### src/rtl/mem_access_unit.sv
`default_nettype none
// ============================================================================
//  Module   : mem_access_unit
//  Purpose  : Load/store adapter between the core data-access stage and one
//             port of a byte-write block RAM. Handles byte/half/word accesses,
//             splits word-crossing accesses into two beats, absorbs the RAM
//             read latency and sign/zero-extends returned load data.
//  Revision : 1.0 - initial release
// ============================================================================
module mem_access_unit #(
  parameter int ADDR_WIDTH   = 10,
  parameter int READ_LATENCY = 2
) (
  input  logic                  clk_i,
  input  logic                  rst_i,
  input  logic                  req_valid_i,
  output logic                  req_ready_o,
  input  logic                  req_we_i,
  input  logic [31:0]           req_addr_i,
  input  logic [1:0]            req_size_i,
  input  logic                  req_unsigned_i,
  input  logic [31:0]           req_wdata_i,
  output logic                  resp_valid_o,
  output logic [31:0]           resp_rdata_o,
  output logic                  resp_split_o,
  output logic                  mem_en_o,
  output logic                  mem_regce_o,
  output logic                  mem_rst_o,
  output logic [3:0]            mem_we_o,
  output logic [ADDR_WIDTH-1:0] mem_addr_o,
  output logic [31:0]           mem_din_o,
  input  logic [31:0]           mem_dout_i
);

  // Only latencies 1 and 2 are meaningful; anything else behaves as 2.
  localparam int c_LAT = (READ_LATENCY == 1) ? 1 : 2;
  localparam logic [ADDR_WIDTH-1:0] c_WORD_ONE = {{(ADDR_WIDTH-1){1'b0}}, 1'b1};

  typedef enum logic [2:0] {
    S_IDLE  = 3'd0,
    S_BEAT0 = 3'd1,
    S_BEAT1 = 3'd2,
    S_WAIT  = 3'd3,
    S_DONE  = 3'd4
  } state_t;

  state_t r_state;

  // Request fields latched at handshake
  logic                  r_we;
  logic [1:0]            r_size;
  logic                  r_uns;
  logic [ADDR_WIDTH-1:0] r_word;
  logic [1:0]            r_off;
  logic                  r_split;
  logic [3:0]            r_we_hi;
  logic [31:0]           r_din_hi;

  // Registered outputs (forced to zero while rst_i is high)
  logic                  r_resp_valid;
  logic [31:0]           r_resp_rdata;
  logic                  r_resp_split;
  logic                  r_mem_en;
  logic [3:0]            r_mem_we;
  logic [ADDR_WIDTH-1:0] r_mem_addr;
  logic [31:0]           r_mem_din;

  // Read-return capture
  logic [c_LAT-1:0]      r_lo_pipe;
  logic [c_LAT-1:0]      r_hi_pipe;
  logic [31:0]           r_lo;
  logic [31:0]           r_hi;

  logic                  w_accept;
  logic [ADDR_WIDTH-1:0] w_req_word;
  logic [1:0]            w_req_off;
  logic [3:0]            w_req_mask;
  logic                  w_req_split;
  logic [7:0]            w_req_we_wide;
  logic [63:0]           w_req_din_wide;
  logic                  w_issue_lo;
  logic                  w_issue_hi;
  logic                  w_cap_lo;
  logic                  w_cap_hi;
  logic [31:0]           w_lo_data;
  logic [31:0]           w_hi_data;
  logic [63:0]           w_merged_wide;
  logic [31:0]           w_merged;
  logic [31:0]           w_result;
  logic                  w_last_capture;
  logic                  w_unused;

  // ---------------------------------------------------------------------------
  // Request decode: word/offset, byte mask and lane-shifted write data.
  // The 64-bit shifts give both beats at once: low half is beat 0, high half
  // is what spills into the next word for beat 1.
  // ---------------------------------------------------------------------------
  assign w_accept       = req_valid_i && req_ready_o;
  assign w_req_word     = req_addr_i[ADDR_WIDTH+1:2];
  assign w_req_off      = req_addr_i[1:0];
  assign w_req_split    = ((req_size_i == 2'b01) && (w_req_off == 2'b11)) ||
                          (req_size_i[1] && (w_req_off != 2'b00));
  assign w_req_we_wide  = {4'b0000, w_req_mask} << w_req_off;
  assign w_req_din_wide = {32'h0000_0000, req_wdata_i} << {w_req_off, 3'b000};

  // Byte-enable mask for the requested access size (size 11 acts as word)
  always_comb begin
    w_req_mask = 4'b1111;
    case (req_size_i)
      2'b00:   w_req_mask = 4'b0001;
      2'b01:   w_req_mask = 4'b0011;
      default: w_req_mask = 4'b1111;
    endcase
  end

  // ---------------------------------------------------------------------------
  // Latency tracking: one token per load beat travels READ_LATENCY stages,
  // and arrives in the cycle the RAM presents that beat's data.
  // ---------------------------------------------------------------------------
  assign w_issue_lo = (r_state == S_BEAT0) && !r_we;
  assign w_issue_hi = (r_state == S_BEAT1) && !r_we;
  assign w_cap_lo   = r_lo_pipe[c_LAT-1];
  assign w_cap_hi   = r_hi_pipe[c_LAT-1];

  generate
    if (c_LAT == 1) begin : g_pipe_l1
      // Single-stage token delay for low-latency RAM
      always_ff @(posedge clk_i) begin
        if (rst_i) begin
          r_lo_pipe <= '0;
          r_hi_pipe <= '0;
        end else begin
          r_lo_pipe <= w_issue_lo;
          r_hi_pipe <= w_issue_hi;
        end
      end
    end else begin : g_pipe_l2
      // Two-stage token delay for output-registered RAM
      always_ff @(posedge clk_i) begin
        if (rst_i) begin
          r_lo_pipe <= '0;
          r_hi_pipe <= '0;
        end else begin
          r_lo_pipe <= {r_lo_pipe[0], w_issue_lo};
          r_hi_pipe <= {r_hi_pipe[0], w_issue_hi};
        end
      end
    end
  endgenerate

  // Capture returning RAM data into the low/high beat holding registers
  always_ff @(posedge clk_i) begin
    if (rst_i) begin
      r_lo <= 32'h0;
      r_hi <= 32'h0;
    end else begin
      if (w_cap_lo) r_lo <= mem_dout_i;
      if (w_cap_hi) r_hi <= mem_dout_i;
    end
  end

  // ---------------------------------------------------------------------------
  // Load data path. Data arriving this cycle is bypassed so the response can
  // be registered on the same edge as the final capture.
  // ---------------------------------------------------------------------------
  assign w_lo_data      = w_cap_lo ? mem_dout_i : r_lo;
  assign w_hi_data      = w_cap_hi ? mem_dout_i : r_hi;
  assign w_merged_wide  = {w_hi_data, w_lo_data} >> {r_off, 3'b000};
  assign w_merged       = w_merged_wide[31:0];
  assign w_last_capture = r_split ? w_cap_hi : w_cap_lo;

  // Size-dependent sign/zero extension of the merged load data
  always_comb begin
    w_result = w_merged;
    case (r_size)
      2'b00:   w_result = r_uns ? {24'h0, w_merged[7:0]}
                                : {{24{w_merged[7]}}, w_merged[7:0]};
      2'b01:   w_result = r_uns ? {16'h0, w_merged[15:0]}
                                : {{16{w_merged[15]}}, w_merged[15:0]};
      default: w_result = w_merged;
    endcase
  end

  // ---------------------------------------------------------------------------
  // Main sequencer: latches the request, drives RAM beats and the response.
  // ---------------------------------------------------------------------------
  always_ff @(posedge clk_i) begin
    if (rst_i) begin
      r_state      <= S_IDLE;
      r_we         <= 1'b0;
      r_size       <= 2'b00;
      r_uns        <= 1'b0;
      r_word       <= '0;
      r_off        <= 2'b00;
      r_split      <= 1'b0;
      r_we_hi      <= 4'b0000;
      r_din_hi     <= 32'h0;
      r_resp_valid <= 1'b0;
      r_resp_rdata <= 32'h0;
      r_resp_split <= 1'b0;
      r_mem_en     <= 1'b0;
      r_mem_we     <= 4'b0000;
      r_mem_addr   <= '0;
      r_mem_din    <= 32'h0;
    end else begin
      case (r_state)
        S_IDLE: begin
          if (w_accept) begin
            r_we       <= req_we_i;
            r_size     <= req_size_i;
            r_uns      <= req_unsigned_i;
            r_word     <= w_req_word;
            r_off      <= w_req_off;
            r_split    <= w_req_split;
            r_we_hi    <= w_req_we_wide[7:4];
            r_din_hi   <= w_req_din_wide[63:32];
            r_mem_en   <= 1'b1;
            r_mem_addr <= w_req_word;
            r_mem_we   <= req_we_i ? w_req_we_wide[3:0] : 4'b0000;
            r_mem_din  <= req_we_i ? w_req_din_wide[31:0] : 32'h0;
            r_state    <= S_BEAT0;
          end
        end

        S_BEAT0: begin
          if (r_split) begin
            r_mem_en   <= 1'b1;
            r_mem_addr <= r_word + c_WORD_ONE;
            r_mem_we   <= r_we ? r_we_hi : 4'b0000;
            r_mem_din  <= r_we ? r_din_hi : 32'h0;
            r_state    <= S_BEAT1;
          end else begin
            r_mem_en   <= 1'b0;
            r_mem_addr <= '0;
            r_mem_we   <= 4'b0000;
            r_mem_din  <= 32'h0;
            if (r_we) begin
              r_resp_valid <= 1'b1;
              r_resp_rdata <= 32'h0;
              r_resp_split <= 1'b0;
              r_state      <= S_DONE;
            end else begin
              r_state <= S_WAIT;
            end
          end
        end

        S_BEAT1: begin
          r_mem_en   <= 1'b0;
          r_mem_addr <= '0;
          r_mem_we   <= 4'b0000;
          r_mem_din  <= 32'h0;
          if (r_we) begin
            r_resp_valid <= 1'b1;
            r_resp_rdata <= 32'h0;
            r_resp_split <= 1'b1;
            r_state      <= S_DONE;
          end else begin
            r_state <= S_WAIT;
          end
        end

        S_WAIT: begin
          if (w_last_capture) begin
            r_resp_valid <= 1'b1;
            r_resp_rdata <= w_result;
            r_resp_split <= r_split;
            r_state      <= S_DONE;
          end
        end

        S_DONE: begin
          r_resp_valid <= 1'b0;
          r_resp_rdata <= 32'h0;
          r_resp_split <= 1'b0;
          r_state      <= S_IDLE;
        end

        default: begin
          r_state <= S_IDLE;
        end
      endcase
    end
  end

  // Outputs: registered values, held at zero while reset is asserted so an
  // interrupted beat cannot write the RAM.
  assign req_ready_o  = (r_state == S_IDLE) && !rst_i;
  assign resp_valid_o = r_resp_valid && !rst_i;
  assign resp_rdata_o = rst_i ? 32'h0 : r_resp_rdata;
  assign resp_split_o = r_resp_split && !rst_i;
  assign mem_en_o     = r_mem_en && !rst_i;
  assign mem_we_o     = rst_i ? 4'b0000 : r_mem_we;
  assign mem_addr_o   = rst_i ? '0 : r_mem_addr;
  assign mem_din_o    = rst_i ? 32'h0 : r_mem_din;
  assign mem_regce_o  = !rst_i;
  assign mem_rst_o    = rst_i;

  // Address bits above the RAM and the spilled merge bits are intentionally dropped
  assign w_unused = ^{req_addr_i[31:ADDR_WIDTH+2], w_merged_wide[63:32]};

endmodule
`default_nettype wire

### config.mk
export PLATFORM = sky130hd
export DESIGN_NAME = mem_access_unit
export DESIGN_NICKNAME = d
export VERILOG_FILES = /design/src/rtl/mem_access_unit.sv
export SDC_FILE = /design/constraint.sdc
export NUM_CORES = 1
export LEC_CHECK = 0
export CAP_MARGIN = 20
export CORE_ASPECT_RATIO = 0.8
export CORE_MARGIN = 5
export CORE_UTILIZATION = 40
export DETAILED_ROUTE_END_ITERATION = 6
export HOLD_SLACK_MARGIN = 0.08
export PLACE_DENSITY = 0.67
export SLEW_MARGIN = 20
export SYNTH_ARGS = -nofsm -noshare
export SYNTH_HDL_FRONTEND = slang
export SYNTH_SLANG_ARGS = --single-unit
### constraint.sdc
create_clock -name clk_i -period 1.8 [get_ports clk_i]
set_input_delay 0.36 -clock clk_i [delete_from_list [all_inputs] [get_ports clk_i]]
set_output_delay 0.36 -clock clk_i [all_outputs]
set_load 0.05 [all_outputs]
# --- After elaboration in Yosys (flattened, before gate mapping) ---
# Index checks and enable logic that the tools add are counted.
totals:
  out_inout_bits: 84
  in_bits: 103
  word_cells: 104
  register_bits: 205
op_classes:
  eq_ne: 12
  shift: 3
  addsub: 1
  reduce_logical: 23
  mux: 45
ops:
  columns: ["operator", "n"]
  rows:
  - ["$mux 32", 13]
  - ["$pmux 32 s4", 1]
  - ["$pmux 32 s3", 1]
  - ["$pmux 32 s2", 1]
  - ["$shl 32x5->64", 1]
  - ["$shr 64x5->32", 1]
  - ["$mux 10", 3]
  - ["$pmux 10 s3", 1]
  - ["$mux 4", 5]
  - ["$mux 3", 4]
  - ["$pmux 3 s4", 1]
  - ["$pmux 4 s3", 1]
  - ["$add 10x1->10 const B", 1]
  - ["$mux 1", 10]
  - ["$ne 2x2->1 const B", 5]
  - ["$logic_and 1x1->1", 9]
  - ["$pmux 1 s4", 2]
  - ["$pmux 4 s2", 1]
  - ["$shl 4x2->8", 1]
  - ["$eq 3x2->1 const B", 2]
  - ["$reduce_and 2->1", 3]
  - ["$reduce_and 5->1", 1]
  - ["$eq 2x1->1 const B", 2]
  - ["$logic_not 2->1", 2]
  - ["11 further kinds", 12]

# --- Depth between registers and ports, before layout ---
depth:
  ltp_word: 6
  mapped_depth: 8
  depth_no_buf: 6

# --- Worst setup path after synthesis ---
# Ideal clock, no wire load.
synth_path:
  path_kind: "register -> register"
  from: "reg r_state[1]"
  to: "reg r_mem_addr[6]"
  required_time_ns: 1.684
  path_stages_with_launch: 8
  arrival_ns: 2.384
  slack_ns: -0.701
  path_buffers: 2
  synth_period_minus_slack_ns: 2.501
  setup_ns: 0.116
  cell_sequence: "dfxtp_1 -> buf_6 -> nor4_2 -> nand2_1 -> clkbuf_1 -> o21ai_1 -> o21ai_0 -> o211a_1"
synth_via:
  elab_chain_cells: 5
  word_cells_on_any_way: 9
  cone_classes: "3 x eq/ne; 1 x mux; 5 x reduce/logical"
synth_rtl:
  columns: ["element", "line_no", "text"]
  rows:
  - ["start: declaration", "47", "state_t r_state;"]
  - ["start signal: assignment", "189", "r_state <= S_IDLE;"]
  - ["start signal: assignment", "221", "r_state <= S_BEAT0;"]
  - ["start signal: assignment", "231", "r_state <= S_BEAT1;"]
  - ["$logic_not 3->1", "288", "assign req_ready_o = (r_state == S_IDLE) && !rst_i;"]
  - ["$logic_and 1x1->1", "288", null]
  - ["net req_ready_o", "17", "output logic req_ready_o,"]
  - ["$logic_and 1x1->1", "98", "assign w_accept = req_valid_i && req_ready_o;"]
  - ["$ne 2x2->1 (no source line)", null, null]
  - ["$reduce_and 2->1 (no source line)", null, null]
  - ["end signal: assignment", "218", "r_mem_addr <= w_req_word;"]
  - ["end signal: assignment", "228", "r_mem_addr <= r_word + c_WORD_ONE;"]
  - ["end: declaration", "65", "logic [ADDR_WIDTH-1:0] r_mem_addr;"]
# The timed path passes the listed nets, and every way through them passes these cells.
# A chain may end at the register's enable or synchronous reset.

# --- Worst setup path after layout ---
layout_path:
  from: "reg r_lo_pipe[1]"
  to: "reg r_resp_rdata[31]"
layout_via:
  elab_chain_cells: 6
  word_cells_on_any_way: 10
  cone_classes: "1 x eq/ne; 1 x shift; 7 x mux; 1 x reduce/logical"
layout_rtl:
  columns: ["element", "line_no", "text"]
  rows:
  - ["start: declaration", "69", "logic [c_LAT-1:0] r_lo_pipe;"]
  - ["start signal: assignment", "144", "r_lo_pipe <= {r_lo_pipe[0], w_issue_lo};"]
  - ["$mux 32", null, null]
  - ["$shr 64x5->32", "168", "assign w_merged_wide = {w_hi_data, w_lo_data} >> {r_off, 3'b000};"]
  - ["$mux 32, on equally long branches", "178, 176", null]
  - ["$pmux 32 s2", "175", "case (r_size)"]
  - ["$mux 32", "264", "if (w_last_capture) begin"]
  - ["$pmux 32 s4", "206", "case (r_state)"]
  - ["end signal: assignment", "266", "r_resp_rdata <= w_result;"]
  - ["end: declaration", "61", "logic [31:0] r_resp_rdata;"]
# Parallel ways exist; a longest one is shown, timed or not. The select of a mux whose other input is x is not followed.

==> results.txt <==
----------------------------------------------------
[Layout]
  Antenna fix cells ... 0
  Total Nets Final ... 1330
  Fraction of final layout cells sized beyond drive strength 1 ... 36.9%
  Layout filler cell count ... 1892
  Total area of multi-input combinational cells ... 0.00548 mm2
  Layout Area Growth over Synthesis ... 47.9%
  Area taken by flip-flops and latches ... 0.00378 mm2
  Finished Layout Cells ... 1545

[Floorplan]
  Overall die area ... 0.0260 mm2
  Standard-cell rows ... 49
  Total core area ... 0.0224 mm2
  DIE WIDTH ... 179 um
  I/O Pins ... 187
  Starting utilization of the core area ... 40.7%
  Floorplan die height ... 145 um

[Detailed routing]
  Routed wire per std cell ... 19.1 um
  Number of DRC violations after detailed routing ... 0
  Number of iterations in the first detailed-routing pass ... 5
  Final wirelength ... 29500 um
  ANT nets after route ... 0
  Number of DRC markers after the initial detailed-route iteration ... 701
  Vias per std cell ... 5.42
  Detailed-route via count ... 8371

[STA]
  Fin Hold WS ... 0.235 ns
  Total of endpoints with negative setup slack in the final report ... 14
  Final critical-path share of the clock period ... 102%
  Highest Clock Rate ... 0.543 GHz
  Post-route worst setup slack ... -0.0432 ns
  Final hold violation count ... 0
  Setup TNS after final layout ... -0.238 ns
  Minimum period implied by the final worst setup slack ... 1.84 ns
  Setup repair after global routing missed its margin ... yes
  Rel. slew slack ... 41.5%
  Slew at the pin closest to its max-slew limit ... 0.876 ns
  Slew Viols, Final ... 0
  Worst clock skew ... 0.0166 ns

[Synth]
  Netlist Area Pre-Place ... 0.00913 mm2
  Warnings from Yosys ... 0
  Fraction of the yosys area taken by sequential cells ... 41.2%
  FFs w/ async S/R, synth ... 0%
  Gate Count Post-Synth ... 991
  Average size of a mapped cell ... 9.21 um2
  Flop and latch count out of synthesis ... 188
  Biggest area contributors in the synthesized netlist ... sky130_fd_sc_hd__dfxtp_1, sky130_fd_sc_hd__mux2i_1, sky130_fd_sc_hd__mux4_2
  Portion of synthesized cell area occupied by the leading cell type ... 41.2%
  Most common flop cell mapped by yosys ... sky130_fd_sc_hd__dfxtp_1
  Most common cell in the netlist ... sky130_fd_sc_hd__dfxtp_1
  Cell taking the most area after synthesis ... sky130_fd_sc_hd__dfxtp_1
  Number of enable-type register cells in the synthesized netlist ... 0
  Synthesized Nets ... 1095
  Number of different library cells in the post-synthesis netlist ... 65
  Top cells by instance count after synthesis ... sky130_fd_sc_hd__dfxtp_1, sky130_fd_sc_hd__nor2_1, sky130_fd_sc_hd__nand2_1

[Pwr]
  Leakage power ... 5.08 nW
  Pwr Density ... 1150 mW/mm2
  Post-route total power ... 0.0156 W
  IR Drop Worst-Case VDD ... 0.966 mV

[Clocking]
  Number of clock sinks ... 188
  Maximum number of buffers from clock root to sink ... 2
  Clock latency on the worst-skew pair ... 0.44 ns
  Clock tree from TritonCTS ... done
  Clock transition at the registers of the reported paths ... 0.08 ns
  CTS Buf Count ... 17
  Number of H-tree branching levels ... 4
  Cell chosen for the clock root ... sky130_fd_sc_hd__clkbuf_16

[Critical path]
  Critical R2R Capture ... r_resp_rdata[31]
  Critical path arrival ... 2.17 ns
  Data required, critical path ... 2.13 ns
  Max Fanout on Critical Path ... 7
  Worst-case register-to-register setup slack ... -0.04 ns
  Reg-to-reg startpoint ... r_lo_pipe[1]
  Launch point of the worst path ... r_lo_pipe[1]
  Sort of element at the end of the critical path ... flop
  Worst Path Class, Setup ... flop to flop
  Crit path launch type ... flop
  Logic depth of the worst register-to-register path ... 7

[Min path]
  Worst hold path stage count ... 2
  Capture endpoint of the worst hold path ... r_hi_pipe[1]
  Hold crit path type ... primary input to flop
  Start point of the worst hold path ... rst_i

[Global routing]
  Number of antenna violations at the first check in global routing ... 0
  Via count of the first global-routing pass ... 7937
  Total routing usage reported by global routing ... 21.8%
  First-pass GRT wire length ... 45300 um
  Largest net degree at the start of global routing ... 41
  Grt ovf ... 0

[Job]
  Maximum Capacitance Violations ... 0

[Placed design]
  # placed instances ... 1492
  Detailed placer's ending HPWL ... 20700 um
  Port-buffer cells ... 166
  RD Place Congestion ... 0.914

[Outcome]
  Outcome ... finished with violations
  Failing checks ... negative setup slack

----------------------------------------------------
final cells by class:
class	count	area share, %
timing repair buffer	301	23.9
clock buffer	17	3.15
tap	306	2.84
inverter	9	0.250
multi-input combinational	709	40.6
clock inverter	15	1.33
sequential	188	28.0
worst max-delay path, stage by stage, from the launching register on:
cell and delay [ns]:
sky130_fd_sc_hd__dfxtp_4 0.37, sky130_fd_sc_hd__buf_6 0.14, sky130_fd_sc_hd__mux2_4 0.29, sky130_fd_sc_hd__o2111a_2 0.36, sky130_fd_sc_hd__buf_6 0.15, sky130_fd_sc_hd__o211ai_4 0.14
sky130_fd_sc_hd__clkbuf_16 0.23, sky130_fd_sc_hd__nand2_1 0.05
power by group:
group | leakage, nW | internal (W) | total (W) | switching, W
logic | 3.25 | 0.00282 | 0.00646 | 0.00364
registers | 1.53 | 0.00485 | 0.00524 | 0.000389
clock network | 0.296 | 0.00191 | 0.00389 | 0.00198
sequential cells by signal, indices dropped and copies added (netlist names), 2 cells and up:
name	flops
r_state	3
r_mem_we	4
r_hi_pipe	2
r_mem_din	32
r_lo_pipe	2
r_din_hi	24
r_mem_addr	10
r_hi	24
r_we_hi	3
r_lo	32
r_word	10
r_off	2
r_resp_rdata	32
r_size	2
layout by cell type (no fill, tap or decap), types with 19 or more instances in the layout:
cell type / netlist / layout
sky130_fd_sc_hd__a21oi_1: 62 / 59
sky130_fd_sc_hd__a21oi_2: 21 / 24
sky130_fd_sc_hd__buf_12: 0 / 53
sky130_fd_sc_hd__buf_4: 10 / 155
sky130_fd_sc_hd__clkbuf_16: 0 / 19
sky130_fd_sc_hd__clkdlybuf4s50_1: 0 / 81
sky130_fd_sc_hd__dfxtp_1: 188 / 183
sky130_fd_sc_hd__mux2i_1: 65 / 52
sky130_fd_sc_hd__mux4_2: 28 / 28
sky130_fd_sc_hd__nand2_1: 93 / 83
sky130_fd_sc_hd__nor2_1: 120 / 117
sky130_fd_sc_hd__nor2b_1: 87 / 44
sky130_fd_sc_hd__nor2b_2: 0 / 42
sky130_fd_sc_hd__o21ai_0: 46 / 41
cells by family (layout without fill, tap and decap cells):
logic type | count (synthesis) | count (layout) | synth area share [%]
AND/OR/NAND/NOR | 364 | 364 | 19.1
AO/OA/AOI/OAI | 220 | 220 | 16.7
flip-flops | 188 | 188 | 41.2
multiplexers | 114 | 114 | 16.6
buffers and inverters | 94 | 342 | 5.07
XOR/XNOR | 9 | 9 | 0.946
adder cells (fa/ha/maj) | 2 | 2 | 0.247
worst max-delay path by stage:
| stage | to | slack, ns | depth (start not counted) |
|---|---|---|---|
| 6_report | r_resp_rdata[31] | -0.04 | 7 |
| 2_1_floorplan | mem_addr_o[0] | -0.22 | 4 |
| 4_1_cts | req_ready_o | -0.02 | 4 |
| 3_3_place_gp | r_mem_din[19] | -0.46 | 5 |
| 5_1_grt | r_resp_rdata[31] | -0.07 | 7 |
| 3_5_place_dp | r_mem_din[18] | -0.49 | 5 |
per-stage QoR:
step	util, %	area, um2	setup WS, ns
floorplan	-	9460	-0.223
global placement	54.9	12300	-0.463
detailed placement	54.9	12300	-0.489
CTS	58.1	13000	-0.0169
global route	60.2	13500	-0.0697
finish	60.2	13500	-0.0432
layer usage:
layer / share of wire, % / GRT usage [%]
met1: 47 / 32.5
met2: 44 / 31.5
met3: 8.3 / 6.37
met4: 1.0 / 4.10
met5: 0 / 0
timing repair:
action	CTS	global route
gates resized for setup	20	65
setup endpoints to repair	43	32
pin swaps	2	13
gates cloned	0	2
buffers inserted	7	13
hold buffers	0	0
No activity file was read; power rests on OpenSTA's default activity.
